<file path="config.mk">
export PLATFORM = sky130hd
export DESIGN_NAME = board_renderer
export DESIGN_NICKNAME = d
export VERILOG_FILES = /design/src/rtl/render_pkg.sv /design/src/rtl/drop_animator.sv /design/src/rtl/board_renderer.sv
export SDC_FILE = /design/constraint.sdc
export NUM_CORES = 1
export LEC_CHECK = 0
export CORE_AREA = 5 5 199 201
export CTS_CLUSTER_SIZE = 30
export DETAILED_ROUTE_END_ITERATION = 10
export DIE_AREA = 0 0 204 206
export DONT_BUFFER_PORTS = 1
export PLACE_DENSITY = 0.87
export SYNTH_ARGS = -nofsm -noshare
export SYNTH_HDL_FRONTEND = slang
export SYNTH_SLANG_ARGS = --single-unit
</file>
<file path="constraint.sdc">
create_clock -name clk -period 8.5 [get_ports clk]
set_input_delay 0.425 -clock clk [delete_from_list [all_inputs] [get_ports clk]]
set_output_delay 0.425 -clock clk [all_outputs]
set_load 0.02 [all_outputs]
</file>
<file path="src/rtl/render_pkg.sv">
// Shared constants, colour payload and helpers for the board renderer.
package render_pkg;

  localparam int unsigned H_ACTIVE = 640;
  localparam int unsigned V_ACTIVE = 480;

  localparam logic [1:0] CELL_EMPTY = 2'b00;
  localparam logic [1:0] CELL_P1    = 2'b01;
  localparam logic [1:0] CELL_P2    = 2'b10;

  typedef struct packed {
    logic [1:0] r;
    logic [1:0] g;
    logic [1:0] b;
  } rgb_t;

  localparam rgb_t COL_BLACK  = '{r: 2'b00, g: 2'b00, b: 2'b00};
  localparam rgb_t COL_BG     = '{r: 2'b01, g: 2'b11, b: 2'b01};
  localparam rgb_t COL_BOARD  = '{r: 2'b00, g: 2'b00, b: 2'b11};
  localparam rgb_t COL_P1     = '{r: 2'b11, g: 2'b11, b: 2'b00};
  localparam rgb_t COL_P2     = '{r: 2'b11, g: 2'b00, b: 2'b00};
  localparam rgb_t COL_HILITE = '{r: 2'b11, g: 2'b11, b: 2'b11};

  typedef enum logic [1:0] {
    ST_IDLE = 2'd0,
    ST_FALL = 2'd1,
    ST_LAND = 2'd2
  } anim_state_t;

  // Colour of a piece code; anything that is not a player shows as background.
  function automatic rgb_t piece_colour(input logic [1:0] code);
    case (code)
      CELL_P1: return COL_P1;
      CELL_P2: return COL_P2;
      default: return COL_BG;
    endcase
  endfunction

  // Square of a signed 11-bit offset as an unsigned 22-bit value.
  function automatic logic [21:0] sq11(input logic signed [10:0] v);
    logic signed [21:0] p;
    p = 22'(v) * 22'(v);
    return unsigned'(p);
  endfunction

  // Inclusive circle test on a pair of offsets.
  function automatic logic in_circle(input logic signed [10:0] dx,
                                     input logic signed [10:0] dy,
                                     input logic [21:0]        r2);
    logic [21:0] s;
    s = sq11(dx) + sq11(dy);
    return (s <= r2);
  endfunction

endpackage

</file>
<file path="src/rtl/drop_animator.sv">
// Falling-piece animator: accepts one drop at a time and steps it down per frame.
module drop_animator
  import render_pkg::*;
#(
  parameter int unsigned ROWS       = 8,
  parameter int unsigned COLS       = 8,
  parameter int unsigned CELL_LOG2  = 5,
  parameter int unsigned ORIGIN_Y   = 112,
  parameter int unsigned CURSOR_GAP = 16,
  parameter int unsigned FALL_STEP  = 4
) (
  input  logic       clk,
  input  logic       rst_n,
  input  logic       frame_tick,
  input  logic       drop_valid,
  input  logic [2:0] drop_col,
  input  logic [2:0] drop_row,
  input  logic [1:0] drop_player,
  output logic       drop_ready,
  output logic       anim_busy,
  output logic       falling,
  output logic [9:0] fall_y,
  output logic [2:0] fall_col,
  output logic [2:0] fall_row,
  output logic [1:0] fall_player
);

  localparam int unsigned CELL    = 1 << CELL_LOG2;
  localparam int unsigned HALF    = CELL / 2;
  localparam int unsigned START_Y = ORIGIN_Y - CURSOR_GAP - HALF;

  anim_state_t state;
  logic [10:0] target_y_c;
  logic [10:0] step_sum_c;
  logic        drop_ok_c;

  // Landing centre, next step position and range-checked request.
  always_comb begin
    target_y_c = 11'(ORIGIN_Y + HALF) + (11'(fall_row) << CELL_LOG2);
    step_sum_c = {1'b0, fall_y} + 11'(FALL_STEP);
    drop_ok_c  = drop_valid && (4'(drop_col) < 4'(COLS)) && (4'(drop_row) < 4'(ROWS));
  end

  // Animator FSM with registered handshake and drop fields.
  always_ff @(posedge clk or negedge rst_n) begin
    if (!rst_n) begin
      state       <= ST_IDLE;
      fall_y      <= '0;
      fall_col    <= '0;
      fall_row    <= '0;
      fall_player <= '0;
      drop_ready  <= 1'b1;
      anim_busy   <= 1'b0;
      falling     <= 1'b0;
    end else begin
      case (state)
        ST_IDLE: begin
          if (drop_ok_c) begin
            fall_col    <= drop_col;
            fall_row    <= drop_row;
            fall_player <= drop_player;
            fall_y      <= 10'(START_Y);
            state       <= ST_FALL;
            drop_ready  <= 1'b0;
            anim_busy   <= 1'b1;
            falling     <= 1'b1;
          end
        end
        ST_FALL: begin
          if (frame_tick) begin
            if (step_sum_c >= target_y_c) begin
              fall_y  <= 10'(target_y_c);
              state   <= ST_LAND;
              falling <= 1'b0;
            end else begin
              fall_y <= 10'(step_sum_c);
            end
          end
        end
        ST_LAND: begin
          if (frame_tick) begin
            state      <= ST_IDLE;
            drop_ready <= 1'b1;
            anim_busy  <= 1'b0;
          end
        end
        default: begin
          state      <= ST_IDLE;
          drop_ready <= 1'b1;
          anim_busy  <= 1'b0;
          falling    <= 1'b0;
        end
      endcase
    end
  end

endmodule

</file>
<file path="src/rtl/board_renderer.sv">
// Two-stage Connect Four pixel renderer with drop animation and win blinking.
module board_renderer
  import render_pkg::*;
#(
  parameter int unsigned ROWS       = 8,
  parameter int unsigned COLS       = 8,
  parameter int unsigned CELL_LOG2  = 5,
  parameter int unsigned ORIGIN_X   = 192,
  parameter int unsigned ORIGIN_Y   = 112,
  parameter int unsigned CURSOR_GAP = 16,
  parameter int unsigned RADIUS     = 14,
  parameter int unsigned FALL_STEP  = 4,
  parameter int unsigned BLINK_LOG2 = 5
) (
  input  logic                     clk,
  input  logic                     rst_n,
  input  logic [9:0]               x_count,
  input  logic [9:0]               y_count,
  input  logic                     hsync_in,
  input  logic                     vsync_in,
  input  logic [2*ROWS*COLS-1:0]   board,
  input  logic [2:0]               current_col,
  input  logic [1:0]               current_player,
  input  logic                     game_over,
  input  logic [ROWS*COLS-1:0]     win_mask,
  input  logic                     drop_valid,
  input  logic [2:0]               drop_col,
  input  logic [2:0]               drop_row,
  input  logic [1:0]               drop_player,
  output logic                     drop_ready,
  output logic                     anim_busy,
  output logic                     hsync,
  output logic                     vsync,
  output logic [1:0]               vga_r,
  output logic [1:0]               vga_g,
  output logic [1:0]               vga_b
);

  localparam int unsigned CELL    = 1 << CELL_LOG2;
  localparam int unsigned HALF    = CELL / 2;
  localparam int unsigned BOARD_W = COLS * CELL;
  localparam int unsigned BOARD_H = ROWS * CELL;
  localparam int unsigned CUR_Y   = ORIGIN_Y - CURSOR_GAP - HALF;
  localparam int unsigned CNT_W   = BLINK_LOG2 + 1;
  localparam logic [21:0] R2      = 22'(RADIUS * RADIUS);

  logic       frame_tick_c;
  logic       anim_falling;
  logic [9:0] anim_fall_y;
  logic [2:0] anim_fall_col;
  logic [2:0] anim_fall_row;
  logic [1:0] anim_fall_player;

  logic [CNT_W-1:0] frame_cnt;

  // Start of vertical blanking marks one frame.
  assign frame_tick_c = (x_count == 10'd0) && (y_count == 10'(V_ACTIVE));

  drop_animator #(
    .ROWS       (ROWS),
    .COLS       (COLS),
    .CELL_LOG2  (CELL_LOG2),
    .ORIGIN_Y   (ORIGIN_Y),
    .CURSOR_GAP (CURSOR_GAP),
    .FALL_STEP  (FALL_STEP)
  ) u_anim (
    .clk         (clk),
    .rst_n       (rst_n),
    .frame_tick  (frame_tick_c),
    .drop_valid  (drop_valid),
    .drop_col    (drop_col),
    .drop_row    (drop_row),
    .drop_player (drop_player),
    .drop_ready  (drop_ready),
    .anim_busy   (anim_busy),
    .falling     (anim_falling),
    .fall_y      (anim_fall_y),
    .fall_col    (anim_fall_col),
    .fall_row    (anim_fall_row),
    .fall_player (anim_fall_player)
  );

  // Free-running frame counter; its top bit is the blink phase.
  always_ff @(posedge clk or negedge rst_n) begin
    if (!rst_n) begin
      frame_cnt <= '0;
    end else if (frame_tick_c) begin
      frame_cnt <= frame_cnt + CNT_W'(1);
    end
  end

  // ---------------- stage 1: geometry ----------------
  logic [10:0]        x_ext_c, y_ext_c, x_off_c, y_off_c;
  logic [10:0]        cur_x_c, fall_x_c;
  logic               active_c, in_board_c, target_c;
  logic [2:0]         row_c, col_c;
  logic signed [10:0] cell_dx_c, cell_dy_c, cur_dx_c, cur_dy_c, fall_dx_c, fall_dy_c;

  // Beam offsets relative to the cell, cursor and falling-piece centres.
  always_comb begin
    x_ext_c    = {1'b0, x_count};
    y_ext_c    = {1'b0, y_count};
    active_c   = (x_count < 10'(H_ACTIVE)) && (y_count < 10'(V_ACTIVE));
    x_off_c    = x_ext_c - 11'(ORIGIN_X);
    y_off_c    = y_ext_c - 11'(ORIGIN_Y);
    in_board_c = (x_ext_c >= 11'(ORIGIN_X)) && (x_ext_c < 11'(ORIGIN_X + BOARD_W)) &&
                 (y_ext_c >= 11'(ORIGIN_Y)) && (y_ext_c < 11'(ORIGIN_Y + BOARD_H));
    col_c      = in_board_c ? 3'(x_off_c >> CELL_LOG2) : 3'd0;
    row_c      = in_board_c ? 3'(y_off_c >> CELL_LOG2) : 3'd0;
    cell_dx_c  = (x_off_c & 11'(CELL - 1)) - 11'(HALF);
    cell_dy_c  = (y_off_c & 11'(CELL - 1)) - 11'(HALF);
    cur_x_c    = 11'(ORIGIN_X + HALF) + (11'(current_col) << CELL_LOG2);
    cur_dx_c   = x_ext_c - cur_x_c;
    cur_dy_c   = y_ext_c - 11'(CUR_Y);
    fall_x_c   = 11'(ORIGIN_X + HALF) + (11'(anim_fall_col) << CELL_LOG2);
    fall_dx_c  = x_ext_c - fall_x_c;
    fall_dy_c  = y_ext_c - {1'b0, anim_fall_y};
    target_c   = anim_falling && in_board_c &&
                 (row_c == anim_fall_row) && (col_c == anim_fall_col);
  end

  logic               s1_hsync, s1_vsync, s1_active, s1_in_board;
  logic               s1_falling, s1_target, s1_busy, s1_blink;
  logic [2:0]         s1_row, s1_col;
  logic [1:0]         s1_fall_player;
  logic signed [10:0] s1_cell_dx, s1_cell_dy, s1_cur_dx, s1_cur_dy, s1_fall_dx, s1_fall_dy;

  // Stage 1 register: syncs, cell indices, offsets and a snapshot of animation state.
  always_ff @(posedge clk or negedge rst_n) begin
    if (!rst_n) begin
      s1_hsync       <= 1'b1;
      s1_vsync       <= 1'b1;
      s1_active      <= 1'b0;
      s1_in_board    <= 1'b0;
      s1_falling     <= 1'b0;
      s1_target      <= 1'b0;
      s1_busy        <= 1'b0;
      s1_blink       <= 1'b0;
      s1_row         <= '0;
      s1_col         <= '0;
      s1_fall_player <= '0;
      s1_cell_dx     <= '0;
      s1_cell_dy     <= '0;
      s1_cur_dx      <= '0;
      s1_cur_dy      <= '0;
      s1_fall_dx     <= '0;
      s1_fall_dy     <= '0;
    end else begin
      s1_hsync       <= hsync_in;
      s1_vsync       <= vsync_in;
      s1_active      <= active_c;
      s1_in_board    <= in_board_c;
      s1_falling     <= anim_falling;
      s1_target      <= target_c;
      s1_busy        <= anim_busy;
      s1_blink       <= frame_cnt[BLINK_LOG2];
      s1_row         <= row_c;
      s1_col         <= col_c;
      s1_fall_player <= anim_fall_player;
      s1_cell_dx     <= cell_dx_c;
      s1_cell_dy     <= cell_dy_c;
      s1_cur_dx      <= cur_dx_c;
      s1_cur_dy      <= cur_dy_c;
      s1_fall_dx     <= fall_dx_c;
      s1_fall_dy     <= fall_dy_c;
    end
  end

  // ---------------- stage 2: colour ----------------
  logic [127:0] board_pad_c;
  logic [63:0]  win_pad_c;
  logic [5:0]   idx_c;
  logic [1:0]   cell_code_c;
  logic         win_c, in_cell_c, in_cur_c, in_fall_c;
  rgb_t         pix_c;

  // Priority mux: falling piece, board, cursor, background.
  always_comb begin
    board_pad_c = 128'(board);
    win_pad_c   = 64'(win_mask);
    idx_c       = 6'(s1_row) * 6'(COLS) + 6'(s1_col);
    cell_code_c = board_pad_c[{idx_c, 1'b0} +: 2];
    win_c       = win_pad_c[idx_c];
    in_cell_c   = in_circle(s1_cell_dx, s1_cell_dy, R2);
    in_cur_c    = in_circle(s1_cur_dx, s1_cur_dy, R2);
    in_fall_c   = in_circle(s1_fall_dx, s1_fall_dy, R2);
    pix_c       = COL_BLACK;
    if (s1_active) begin
      if (s1_falling && in_fall_c) begin
        pix_c = piece_colour(s1_fall_player);
      end else if (s1_in_board) begin
        if (!in_cell_c) begin
          pix_c = COL_BOARD;
        end else if (s1_target) begin
          pix_c = COL_BG;
        end else if (win_c && game_over && !s1_blink) begin
          pix_c = COL_HILITE;
        end else begin
          pix_c = piece_colour(cell_code_c);
        end
      end else if (in_cur_c && !game_over && !s1_busy) begin
        pix_c = piece_colour(current_player);
      end else begin
        pix_c = COL_BG;
      end
    end
  end

  // Stage 2 register: pixel colour and matching syncs.
  always_ff @(posedge clk or negedge rst_n) begin
    if (!rst_n) begin
      vga_r <= '0;
      vga_g <= '0;
      vga_b <= '0;
      hsync <= 1'b1;
      vsync <= 1'b1;
    end else begin
      vga_r <= pix_c.r;
      vga_g <= pix_c.g;
      vga_b <= pix_c.b;
      hsync <= s1_hsync;
      vsync <= s1_vsync;
    end
  end

endmodule

</file>
==> flow_results.xml <==
<?xml version="1.0" encoding="UTF-8"?>
<metrics>
  <group name="drt">
    <metric name="drt_pass1_iterations" unit="">5</metric>
    <metric name="routed_via_density" unit="">5.71</metric>
    <metric name="drt_iter0_drc" unit="">1081</metric>
    <metric name="totalWireLength" unit="µm">63000</metric>
    <metric name="post-route-drc-count" unit="">0</metric>
    <metric name="postRouteAntennaNets" unit="">0</metric>
    <metric name="via_count" unit="">17200</metric>
    <metric name="detail_route.wl_per_cell" unit="µm">21.0</metric>
  </group>
  <group name="clock_tree">
    <metric name="clk_pin_slew_worst_paths" unit="ns">0.08</metric>
    <metric name="postCtsResizedCells" unit="">0</metric>
    <metric name="clockBufferDepth" unit="">2</metric>
    <metric name="clkLatencyLatePin" unit="ns">0.36</metric>
    <metric name="clock_tree_from_tritoncts" unit="">yes</metric>
    <metric name="clock_sinks" unit="">92</metric>
    <metric name="clk_root_buffer_cell" unit="">sky130_fd_sc_hd__clkbuf_16</metric>
    <metric name="numCtsBuffers" unit="">9</metric>
    <metric name="cts_setup_buffers" unit="">0</metric>
    <metric name="h-tree-depth" unit="">3</metric>
  </group>
  <group name="logic_synthesis">
    <metric name="synth_enable_flop_cells" unit="">0</metric>
    <metric name="mean_post_synth_cell_area" unit="µm²">9.95</metric>
    <metric name="synth_top_flop_cell" unit="">sky130_fd_sc_hd__dfrtp_1</metric>
    <metric name="post-synth-top-area-fraction" unit="%">41.9</metric>
    <metric name="netlist-cell-type-count" unit="">76</metric>
    <metric name="synth.ff_latch_count" unit="">92</metric>
    <metric name="synth_seq_area_share" unit="%">9.21</metric>
    <metric name="yosys_warnings" unit="">0</metric>
    <metric name="netlist_instances" unit="">2521</metric>
    <metric name="syn_std_cell_area" unit="mm²">0.0251</metric>
    <metric name="post-synth-top-area-cell" unit="">sky130_fd_sc_hd__fa_1</metric>
    <metric name="synth_nets" unit="">3520</metric>
    <metric name="async_reset_ff_share" unit="%">100</metric>
    <metric name="synthTopCellsByArea" unit="">sky130_fd_sc_hd__fa_1, sky130_fd_sc_hd__ha_1, sky130_fd_sc_hd__inv_1</metric>
  </group>
  <group name="grt">
    <metric name="antenna_found_initial" unit="">9</metric>
    <metric name="vias_in_the_first_global_route" unit="">20000</metric>
    <metric name="grt_first_pass_wirelength" unit="µm">103000</metric>
    <metric name="overflow" unit="">0</metric>
    <metric name="global_route.usage.total" unit="%">31.9</metric>
    <metric name="largest_net_degree_at_the_start_of_global_routing" unit="">93</metric>
  </group>
  <group name="sta">
    <metric name="min_period" unit="ns">7.99</metric>
    <metric name="report.final.slew_viol_count" unit="">0</metric>
    <metric name="max_freq" unit="MHz">125</metric>
    <metric name="final_hold_slack" unit="ns">-0.000324</metric>
    <metric name="clock_skew" unit="ns">0.0115</metric>
    <metric name="finalHoldViolations" unit="">1</metric>
    <metric name="worst_pin_slew" unit="ns">1.04</metric>
    <metric name="layout_worst_path_cycle_share" unit="%">94.0</metric>
    <metric name="timing.slew.headroom" unit="%">30.4</metric>
    <metric name="setup_total_negative_slack" unit="ns">0</metric>
    <metric name="timing.final.setup_violations" unit="">0</metric>
    <metric name="grt_setup_unrepaired" unit="">false</metric>
  </group>
  <group name="setup_path">
    <metric name="worst-path-max-fanout" unit="">21</metric>
    <metric name="timing.critical_path.cells" unit="">nand2_1, inv_1, fa_1, fa_1, inv_1, fa_1, fa_1, fa_1, fa_1, fa_1, inv_1, ha_1, inv_1, o211a_1, nor4_1, o211ai_1, nor4_1, and4_1, nand4_1, nor3_1, a31o_1</metric>
    <metric name="regToRegSetupSlack" unit="ns">0.51</metric>
    <metric name="worst_path_largest_cell_delay" unit="ns">0.74</metric>
    <metric name="worstReg2RegStart" unit="">s1_fall_dx[10]$_DFF_PN0_</metric>
    <metric name="critPathMostFrequentCell" unit="">sky130_fd_sc_hd__fa_1</metric>
    <metric name="crit_arrival" unit="ns">8.29</metric>
    <metric name="end_kind" unit="">register</metric>
    <metric name="crit_slowest_cell" unit="">sky130_fd_sc_hd__dfrtp_1</metric>
    <metric name="req_time_crit_path" unit="ns">8.79</metric>
    <metric name="critPathTopFamily" unit="">adder cells</metric>
    <metric name="cp.buffers_inverters" unit="">4</metric>
    <metric name="critical_path_class" unit="">reg2reg</metric>
    <metric name="cp-start-kind" unit="">register</metric>
    <metric name="critPathLaunch" unit="">s1_fall_dx[10]$_DFF_PN0_</metric>
  </group>
  <group name="placement">
    <metric name="dp.final_hpwl" unit="µm">55000</metric>
    <metric name="port-buffer-count" unit="">0</metric>
    <metric name="placer_congestion_estimate" unit="">0.982</metric>
  </group>
  <group name="min_path">
    <metric name="hold_path_class" unit="">in2async</metric>
  </group>
  <group name="floorplan">
    <metric name="core" unit="mm²">0.0374</metric>
    <metric name="floorplan.rows" unit="">71</metric>
    <metric name="die_w" unit="µm">204</metric>
    <metric name="full_die_area" unit="mm²">0.0420</metric>
    <metric name="io_pins" unit="">241</metric>
    <metric name="die_height" unit="µm">206</metric>
    <metric name="start_util" unit="%">67.0</metric>
  </group>
  <group name="job">
    <metric name="timing.max_cap.violations" unit="">0</metric>
  </group>
  <group name="layout">
    <metric name="synthToLayoutAreaGrowth" unit="%">3.11</metric>
    <metric name="final_net_count" unit="">3477</metric>
    <metric name="fillerInstances" unit="">2724</metric>
    <metric name="drive_above_1_share" unit="%">4.51</metric>
  </group>
  <group name="status">
    <metric name="failing_checks" unit="">hold timing</metric>
    <metric name="status" unit="">finished, violations left</metric>
  </group>
</metrics>
## registers in the layout, indices dropped and copies added (netlist names), 2 cells and up
name	cells
u_anim.state	2
vga_r	2
s1_fall_player	2
s1_col	3
s1_fall_dx	11
u_anim.fall_col	3
u_anim.fall_y	8
s1_cur_dx	6
vga_b	2
frame_cnt	6
u_anim.fall_player	2
s1_cur_dy	11
u_anim.fall_row	3
s1_cell_dx	3
s1_fall_dy	10
s1_row	3
## routing by layer
layer  vias up  wire length (µm)  share of wire (%)  global-route usage [%]
met1      8724             22100                 35                    36.9
li1       7507                 -                  -                       -
met2       730             32000                 51                    56.1
met5         -                 0                  0                       0
met3       199              4430                7.0                    5.99
met4         0              4460                7.1                    18.0
## cell type report
cell class | count | area, µm² | area share (%)
clock inverters | 6 | 51.3 | 0.198
repair buffers | 12 | 110 | 0.426
multi-input cells | 1627 | 19700 | 76.3
diodes | 9 | 22.5 | 0.0871
well taps | 511 | 639 | 2.47
flip-flops and latches | 92 | 2310 | 8.95
inverters | 736 | 2760 | 10.7
clock buffers | 10 | 239 | 0.924
## per-stage QoR
step	hold slack (ns)	instance area [µm²]	util [%]	instances	setup WS, ns
floorplan	0.129	25100	-	2521	1.24
global placement	0.142	25500	68.2	2977	0.698
detailed placement	0.142	25500	68.2	2977	0.662
CTS	0.00639	25800	69.1	2994	0.634
global route	0.0128	25800	69.1	3000	0.0872
finish	-0.000324	25900	69.1	3003	0.507
## final timing paths
kind                                           end  cells after the start
setup / recovery                vga_g[0]$_DFF_PN0_                     21
hold / removal             s1_fall_dy[8]$_DFF_PN0_                      1
setup reg to reg                vga_g[0]$_DFF_PN0_                     21
hold reg to reg                    hsync$_DFF_PN1_                      0
max in group asynchronous      s1_col[0]$_DFF_PN0_                      1
min in group clk                s1_hsync$_DFF_PN1_                      0
## kinds of logic (layout without fill, tap and decap cells)
kind of cell | after synthesis | in the layout | share of synthesized area [%]
adder cells (fa/ha/maj) | 768 | 768 | 54.0
AND/OR/NAND/NOR | 479 | 479 | 9.41
other | 2 | 11 | 0.0300
flip-flops | 92 | 92 | 9.21
AO/OA/AOI/OAI | 180 | 180 | 4.76
buffers and inverters | 802 | 764 | 12.2
XOR/XNOR | 118 | 118 | 4.18
multiplexers | 80 | 80 | 6.22
## worst register-to-register path, stage by stage, from the launching register on
cell and delay, ns:
sky130_fd_sc_hd__dfrtp_1 0.74, sky130_fd_sc_hd__nand2_1 0.19, sky130_fd_sc_hd__inv_1 0.17, sky130_fd_sc_hd__fa_1 0.45, sky130_fd_sc_hd__fa_1 0.66, sky130_fd_sc_hd__inv_1 0.27
sky130_fd_sc_hd__fa_1 0.63, sky130_fd_sc_hd__fa_1 0.47, sky130_fd_sc_hd__fa_1 0.58, sky130_fd_sc_hd__fa_1 0.46, sky130_fd_sc_hd__fa_1 0.51, sky130_fd_sc_hd__inv_1 0.04
sky130_fd_sc_hd__ha_1 0.34, sky130_fd_sc_hd__inv_1 0.13, sky130_fd_sc_hd__o211a_1 0.14, sky130_fd_sc_hd__nor4_1 0.41, sky130_fd_sc_hd__o211ai_1 0.15, sky130_fd_sc_hd__nor4_1 0.39
sky130_fd_sc_hd__and4_1 0.29, sky130_fd_sc_hd__nand4_1 0.37, sky130_fd_sc_hd__nor3_1 0.42, sky130_fd_sc_hd__a31o_1 0.15
## repair_timing
action / in CTS / in global routing
endpoints found under the setup margin: 0 / 0
hold buffers: 1 / 0
endpoints found under the hold margin: 92 / 0
## synth_stat cells (11+ instances only)
cell / n
sky130_fd_sc_hd__xnor2_1: 84
sky130_fd_sc_hd__xor2_1: 33
sky130_fd_sc_hd__a21oi_1: 42
sky130_fd_sc_hd__clkbuf_1: 55
sky130_fd_sc_hd__nand2b_1: 17
sky130_fd_sc_hd__ha_1: 243
sky130_fd_sc_hd__o21ai_0: 27
sky130_fd_sc_hd__dfrtp_1: 87
sky130_fd_sc_hd__fa_1: 525
sky130_fd_sc_hd__inv_1: 734
sky130_fd_sc_hd__nor3_1: 16
sky130_fd_sc_hd__nand2_1: 144
sky130_fd_sc_hd__nor2b_1: 48
sky130_fd_sc_hd__o21a_1: 16
sky130_fd_sc_hd__a31oi_1: 11
sky130_fd_sc_hd__mux2i_1: 14
sky130_fd_sc_hd__and2_1: 83
sky130_fd_sc_hd__nand3_1: 14
sky130_fd_sc_hd__mux4_2: 60
sky130_fd_sc_hd__nor2_1: 113
## layout by cell type (no fill, tap or decap), types with 4 or more instances in the layout
| cell type | synthesis | layout |
|---|---|---|
| sky130_fd_sc_hd__inv_6 | 0 | 5 |
| sky130_fd_sc_hd__mux2i_1 | 14 | 14 |
| sky130_fd_sc_hd__dfstp_2 | 5 | 5 |
| sky130_fd_sc_hd__nor4_1 | 6 | 6 |
| sky130_fd_sc_hd__nand4_1 | 9 | 9 |
| sky130_fd_sc_hd__nor3_1 | 16 | 16 |
| sky130_fd_sc_hd__nor2_1 | 113 | 113 |
| sky130_fd_sc_hd__diode_2 | 0 | 9 |
| sky130_fd_sc_hd__fa_1 | 525 | 525 |
| sky130_fd_sc_hd__nand2b_1 | 17 | 17 |
| sky130_fd_sc_hd__mux2_2 | 6 | 6 |
| sky130_fd_sc_hd__o22ai_1 | 8 | 8 |
| sky130_fd_sc_hd__o21bai_1 | 4 | 4 |
| sky130_fd_sc_hd__mux4_2 | 60 | 60 |
| sky130_fd_sc_hd__or2_2 | 5 | 5 |
| sky130_fd_sc_hd__o21ai_1 | 9 | 9 |
| sky130_fd_sc_hd__a211oi_1 | 4 | 4 |
| sky130_fd_sc_hd__nor2b_1 | 48 | 48 |
| sky130_fd_sc_hd__nand2_1 | 144 | 144 |
| sky130_fd_sc_hd__a221oi_1 | 4 | 4 |
| sky130_fd_sc_hd__and2_1 | 83 | 83 |
| sky130_fd_sc_hd__inv_1 | 734 | 734 |
| sky130_fd_sc_hd__a31oi_1 | 11 | 11 |
| sky130_fd_sc_hd__xnor2_1 | 84 | 84 |
| sky130_fd_sc_hd__and3_1 | 5 | 5 |
| sky130_fd_sc_hd__nand3_1 | 14 | 14 |
| sky130_fd_sc_hd__buf_4 | 4 | 11 |
| sky130_fd_sc_hd__clkbuf_16 | 0 | 9 |
| sky130_fd_sc_hd__a21oi_1 | 42 | 42 |
| sky130_fd_sc_hd__ha_1 | 243 | 243 |
| sky130_fd_sc_hd__o21ai_0 | 27 | 27 |
| sky130_fd_sc_hd__dfrtp_1 | 87 | 85 |
| sky130_fd_sc_hd__xor2_1 | 33 | 33 |
| sky130_fd_sc_hd__o21a_1 | 16 | 16 |
| sky130_fd_sc_hd__a21o_1 | 10 | 10 |
| sky130_fd_sc_hd__a21boi_0 | 7 | 7 |
| sky130_fd_sc_hd__a2111oi_0 | 4 | 4 |
Power is not shown: default switching activity piles up to over one toggle a cycle in this logic, so the estimate is an artifact.
